==> config.mk <==
export PLATFORM = sky130hd
export DESIGN_NAME = multiplier_controller_taint_track
export DESIGN_NICKNAME = d
export VERILOG_FILES = /design/src/rtl/multiplier_controller_taint_track.sv
export SDC_FILE = /design/constraint.sdc
export NUM_CORES = 1
export LEC_CHECK = 0
export ABC_CLOCK_PERIOD_IN_PS = 1600
export BUFFER_PORTS_ARGS = -buffer_cell sky130_fd_sc_hd__buf_2
export CELL_PAD_IN_SITES_DETAIL_PLACEMENT = 0
export CELL_PAD_IN_SITES_GLOBAL_PLACEMENT = 1
export CORE_MARGIN = 2
export CORE_UTILIZATION = 37
export CTS_BUF_LIST = sky130_fd_sc_hd__clkbuf_4
export DETAILED_ROUTE_END_ITERATION = 7
export GPL_ROUTABILITY_DRIVEN = 1
export PLACE_DENSITY_LB_ADDON = 0.1
export SYNTH_ARGS = -nofsm -noshare
export SYNTH_HDL_FRONTEND = slang
export SYNTH_SLANG_ARGS = --single-unit
==> constraint.sdc <==
create_clock -name clk -period 1.6 [get_ports clk]
set_input_delay 0.08 -clock clk [delete_from_list [all_inputs] [get_ports clk]]
set_output_delay 0.08 -clock clk [all_outputs]
set_load 0.05 [all_outputs]
==> src/rtl/multiplier_controller_taint_track.sv <==
// Control FSM for the taint-tracked sequential multiplier.
// Sequences the datapath strobes one multiplier bit per iteration and carries
// a sticky taint bit that marks every strobe whose value or timing depended on
// a tainted start request or a tainted multiplier bit.
module multiplier_controller_taint_track #(
  parameter int WIDTH = 4
) (
  input  logic             clk,
  input  logic             rst_n,
  input  logic             start,
  input  logic             start_t,
  input  logic [WIDTH-1:0] multiplierReg,
  input  logic [WIDTH-1:0] multiplierReg_t,
  output logic             mdld,
  output logic             mdld_t,
  output logic             mrld,
  output logic             mrld_t,
  output logic             rsclear,
  output logic             rsclear_t,
  output logic             rsload,
  output logic             rsload_t,
  output logic             rsshr,
  output logic             rsshr_t,
  output logic             busy,
  output logic             done,
  output logic             done_t
);

  localparam int IDX_W = (WIDTH > 1) ? $clog2(WIDTH) : 1;
  localparam logic [IDX_W-1:0] LAST_IDX = IDX_W'(WIDTH - 1);

  typedef enum logic [2:0] {
    IDLE,
    LOAD,
    TEST,
    ADD,
    SHIFT,
    DONE
  } state_e;

  state_e           state_q, state_d;
  logic [IDX_W-1:0] bit_idx_q, bit_idx_d;
  logic             ctrl_t_q, ctrl_t_d;
  logic             taint_d;

  // Next-state, bit counter and sticky taint; start is only looked at in IDLE.
  always_comb begin
    state_d   = state_q;
    bit_idx_d = bit_idx_q;
    ctrl_t_d  = ctrl_t_q;
    case (state_q)
      IDLE: begin
        if (start) begin
          state_d  = LOAD;
          ctrl_t_d = start_t;
        end
      end
      LOAD: begin
        bit_idx_d = '0;
        state_d   = TEST;
      end
      TEST: begin
        ctrl_t_d = ctrl_t_q | multiplierReg_t[bit_idx_q];
        state_d  = multiplierReg[bit_idx_q] ? ADD : SHIFT;
      end
      ADD: begin
        state_d = SHIFT;
      end
      SHIFT: begin
        if (bit_idx_q == LAST_IDX) begin
          bit_idx_d = '0;
          state_d   = DONE;
        end else begin
          bit_idx_d = bit_idx_q + 1'b1;
          state_d   = TEST;
        end
      end
      DONE: begin
        ctrl_t_d = 1'b0;
        state_d  = IDLE;
      end
      default: begin
        bit_idx_d = '0;
        ctrl_t_d  = 1'b0;
        state_d   = IDLE;
      end
    endcase
  end

  // Taint is reported in every non-IDLE state, even when the strobe is low,
  // because the strobe's timing depends on the tainted information too.
  assign taint_d = (state_d != IDLE) && ctrl_t_d;

  // State registers plus outputs registered from the next-state decode, so the
  // outputs track the current state exactly with no input-to-output path.
  always_ff @(posedge clk or negedge rst_n) begin
    if (!rst_n) begin
      state_q   <= IDLE;
      bit_idx_q <= '0;
      ctrl_t_q  <= 1'b0;
      mdld      <= 1'b0;
      mrld      <= 1'b0;
      rsclear   <= 1'b0;
      rsload    <= 1'b0;
      rsshr     <= 1'b0;
      busy      <= 1'b0;
      done      <= 1'b0;
      mdld_t    <= 1'b0;
      mrld_t    <= 1'b0;
      rsclear_t <= 1'b0;
      rsload_t  <= 1'b0;
      rsshr_t   <= 1'b0;
      done_t    <= 1'b0;
    end else begin
      state_q   <= state_d;
      bit_idx_q <= bit_idx_d;
      ctrl_t_q  <= ctrl_t_d;
      mdld      <= (state_d == LOAD);
      mrld      <= (state_d == LOAD);
      rsclear   <= (state_d == LOAD);
      rsload    <= (state_d == ADD);
      rsshr     <= (state_d == SHIFT);
      busy      <= (state_d != IDLE);
      done      <= (state_d == DONE);
      mdld_t    <= taint_d;
      mrld_t    <= taint_d;
      rsclear_t <= taint_d;
      rsload_t  <= taint_d;
      rsshr_t   <= taint_d;
      done_t    <= taint_d;
    end
  end

endmodule

Word-level counts from Yosys, hierarchy flattened
Cells that the tools add are included.
- bits of input ports: 12
- bits in latches: 0
- memories kept: 0
- RAM bits: 0
- register bits: 12
- ROM bits: 0
- muxes and demuxes: 12
- eq/ne operators: 10
- add/sub/neg operators: 1
- bitwise logic cells: 1
- shift operators: 0
- divide/modulo/power cells: 0
- reduce and logical (&&, ||, !) cells: 5
- multipliers: 0
- order comparisons: 1
- operators with widths (kind ; count):
    case mux 3 bit (5 select lines) ; 1
    == test 3 bit, second input constant ; 4
    == test 3 x 2 -> 1 bit, second input constant ; 3
    2-to-1 mux 3 bit ; 3
    == test 3 x 1 -> 1 bit, second input constant ; 2
    binary-select mux 1 bit (select 2 bit) ; 2
    case mux 2 bit (2 select lines) ; 1
    OR reduction 4 bit ; 1
    logical NOT 3 bit ; 1
    < comparator 2 x 3 -> 1 bit, second input constant ; 1
    2-to-1 mux 1 bit ; 3
    case mux 1 bit (3 select lines) ; 1
    nonzero test 3 bit ; 1
    OR reduction 3 bit ; 1
    adder 2 x 1 -> 2 bit, second input constant ; 1
    == test 2 bit, second input constant ; 1
    2-to-1 mux 2 bit ; 1
    logical AND 1 bit ; 1
    bitwise OR 1 bit ; 1

Logic depth before layout (Yosys ltp)
- depth after elaboration: 6
- depth in mapped cells: 4

Worst setup path before layout
No wires, ideal clock.
- kind: register -> register
- start point: reg state_q[0]
- end point: reg done_t
- period minus slack after synthesis: 1.317 ns
- setup slack: 0.283 ns
- arrival time: 1.189 ns
- stages on the path, launching flop included: 5
- cell sequence: dfrtp_1 buf_4 nor4b_2 mux2i_1 a21boi_1
- cells in the longest elaborated chain, start to end: 4
- elaborated cells on any way between the ends: 11
- those cells by class: 4 x eq/ne; 3 x mux; 4 x reduce/logical
- ends and longest elaborated chain (element ; RTL line ; RTL):
    start, declared ; 41 ; state_e state_q, state_d;
    start signal, assigned ; 115 ; state_q <= state_d;
    == test 3 bit (tied with other cells) ; 51 ; case (state_q)
    case mux 3 bit (5 select lines) / OR reduction 3 bit (equally long branches) ; n/a ;
    nonzero test 3 bit / case mux 1 bit (3 select lines) (equally long branches) ; 92, 51 ;
    logical AND 1 bit * ; 92 ; assign taint_d = (state_d != IDLE) && ctrl_t_d;
    via taint_d ; 44 ; logic taint_d;
    end signal, assigned ; 130 ; done_t <= taint_d;
    end, declared ; 26 ; output logic done_t
Mark *: on every way through the listed nets, which the timed path passes. The rest lies on a longest branch.
A chain may end at the register's enable or synchronous reset.

Worst setup path in the final report
- start point: reg state_q[2]
- end point: reg done_t
Same word-level chain as after synthesis.

==> summary.md <==
| Metric | Value |
|---|---|
| Status | `finished, final reports clean` |
| Die X | `46.0 µm` |
| Synth area leaders | `dfrtp_1 46%, buf_4 9.2%, mux2i_1 7.7%` |
| Final period util | `0.898` |
| Diode count | `0` |
| # IOs | `25` |
| CP Launch Point | `state_q[2]` |
| All-Layer GR Usage | `0.127` |
| Max-cap viol count | `0` |
| Dominant cell type by area after synthesis | `dfrtp_1` |
| Max_slew headroom | `0.777` |
| Top-area cell type share of the netlist area | `0.461` |
| Seq/Total Area, Yosys | `0.461` |
| Die Height | `46.0 µm` |
| P_leak | `0.382 nW` |
| Core ar. | `1690 µm²` |
| DP Wirelength | `976 µm` |
| Worst IR Drop VDD | `0.724 mV` |
| Grt total ovfl | `0` |
| Post-DRT Antenna Nets | `0` |
| H-tree Lvls | `1` |
| First drt pass iteration count | `4` |
| Placer Congestion | `0.721` |
| Reg with most FFs | `state_q` |
| EDFF count, synth | `0` |
| Syn_area_per_cell | `11.0 µm²` |
| CTS tree | `done` |
| Routed WL per cell | `12.6 µm` |
| Reg2reg path depth | `3` |
| Hold depth | `3` |
| Total design power | `1.83 mW` |
| Syn-to-layout area delta | `20.0%` |
| PwrDens | `2340 nW/µm²` |
| Final core occ | `0.463` |
| Top cells by count, synth | `12 x dfrtp_1, 8 x buf_4, 5 x mux2i_1` |
| Post-CTS setup buffers | `0` |
| Worst-Margin Slew | `333 ps` |
| Routed vias/inst | `5.37` |
| Fmax | `696 MHz` |
| DRT iter0 DRCs | `11` |
| Pins Over Slew Limit | `0` |
| FF+latch count, synth | `12` |
| Endpoints failing setup | `0` |
| Fin crit period | `1440 ps` |
| Setup_tns | `0 ps` |
| Resize count post-CTS | `0` |
| Worst-Skew Late Latency | `270 ps` |
| CTS buffer count | `3` |
| # rows | `15` |
| Primary FF master, synth | `dfrtp_1` |
| Proportion of layout cells with a drive suffix above 1 | `0.432` |
| Unrepaired setup endpoints after global routing | `false` |
| First-pass GRT wire length | `1910 µm` |
| CP Class | `reg2reg` |
| Initial Util | `0.386` |
| Worst R2R Setup Slack | `160 ps` |
| FFs w/ async S/R, synth | `1.00` |
| CP arrival | `1630 ps` |
| Crit. End Element | `register` |
| Top-count cell post-synth | `dfrtp_1` |
| Worst r2r src | `state_q[2]` |
| # DRC | `0` |
| Sink Count | `12` |
| Top flop regs | `state_q x3, bit_idx_q x2` |
| Worst hold path type | `in2reg` |
| Largest net degree at the start of global routing | `13` |
| Final wirelength | `1240 µm` |
| Max Root-Sink Buffers | `2` |
| Layout Nets | `95` |
| Vias | `526` |
| Final Hold Vio Count | `0` |
| Root Buffer | `clkbuf_4` |
| Max reg flops | `3` |
| Req. time, crit path | `1800 ps` |
| Post-synthesis instance total | `59` |
| Initial antenna violation count | `0` |
| Net count after synthesis | `72` |
| CP max FO | `8` |
| RR Endpoint | `done_t` |
| Crit path to | `done_t` |
| Post-Synthesis Cell Area | `652 µm²` |
| I/O Buffers | `24` |
| Worst setup SP type | `register` |
| Die area | `2110 µm²` |
| Synth unique cells | `27` |
| Skew final | `4.37 ps` |
| Vias in the first global route | `434` |
| Cts hold-fix bufs | `1` |
| Worst-path clk slew | `80 ps` |
| Syn. warnings | `0` |
## cell families (layout without fill, tap and decap cells)
logic type               count (synthesis)  count (layout)  synth area share
AND/OR/NAND/NOR                         16              16             0.155
AO/OA/AOI/OAI                           13              13             0.157
flip-flops                              12              12             0.461
buffers and inverters                   11              33             0.113
multiplexers                             6               6            0.0941
adder cells (fa/ha/maj)                  1               1            0.0192
## cell type report
type | instances | area, µm²
Sequential cell | 12 | 300
Clock inverter | 1 | 3.75
Tap cell | 17 | 21.3
Clock buffer | 3 | 22.5
Timing Repair Buffer | 28 | 153
Multi-Input combinational cell | 36 | 278
Fill cell | 180 | 907
Inverter | 1 | 3.75
## report_power, final
group | switching [mW] | internal, mW
logic | 0.756 | 0.340
clock network | 0.102 | 0.0900
registers | 0.125 | 0.416
## cells in the final DEF (no fill, tap or decap), drive strengths merged, types with 2 or more instances in the layout
cell / count
o32a: 2
mux2i: 5
nor2: 3
o22ai: 2
nand2b: 4
o21ai: 2
buf: 27
dfrtp: 12
nand2: 2
clkbuf: 3
a21oi: 2
## worst min-delay path by stage
| stage | endpoint | from | slack [ps] |
|---|---|---|---|
| after floorplan | bit_idx_q[0] | rst_n | -220 |
| after global placement | rsshr | rst_n | -30 |
| after detailed placement | rsclear | rst_n | -20 |
| after CTS | busy | start | 160 |
| after global routing | ctrl_t_q | start_t | 180 |
| final | busy | start | 160 |
## routing by layer
| layer | GRT usage | part of all wire | up-vias |
|---|---|---|---|
| met5 | 0 | 0 | - |
| met4 | 0.0686 | 0.0097 | 0 |
| met3 | 0.0238 | 0.055 | 2 |
| met2 | 0.194 | 0.50 | 16 |
| met1 | 0.166 | 0.43 | 255 |
| li1 | - | - | 253 |
## worst max-delay path, stage by stage (launching register included)
cell and delay, ps:
dfrtp_1 480, or4b_1 550, o32a_1 210, a21boi_1 130
## metrics by stage
step                      cells  hold slack (ps)  setup slack (ps)  area [µm²]
after floorplan              59             -216               283         652
after global placement       93            -28.5               191         746
after detailed placement     93            -22.1               182         746
after CTS                    98              162               157         782
after global routing         98              178              94.6         782
final                        98              159               163         782
Power figures use the tool's default switching activity.
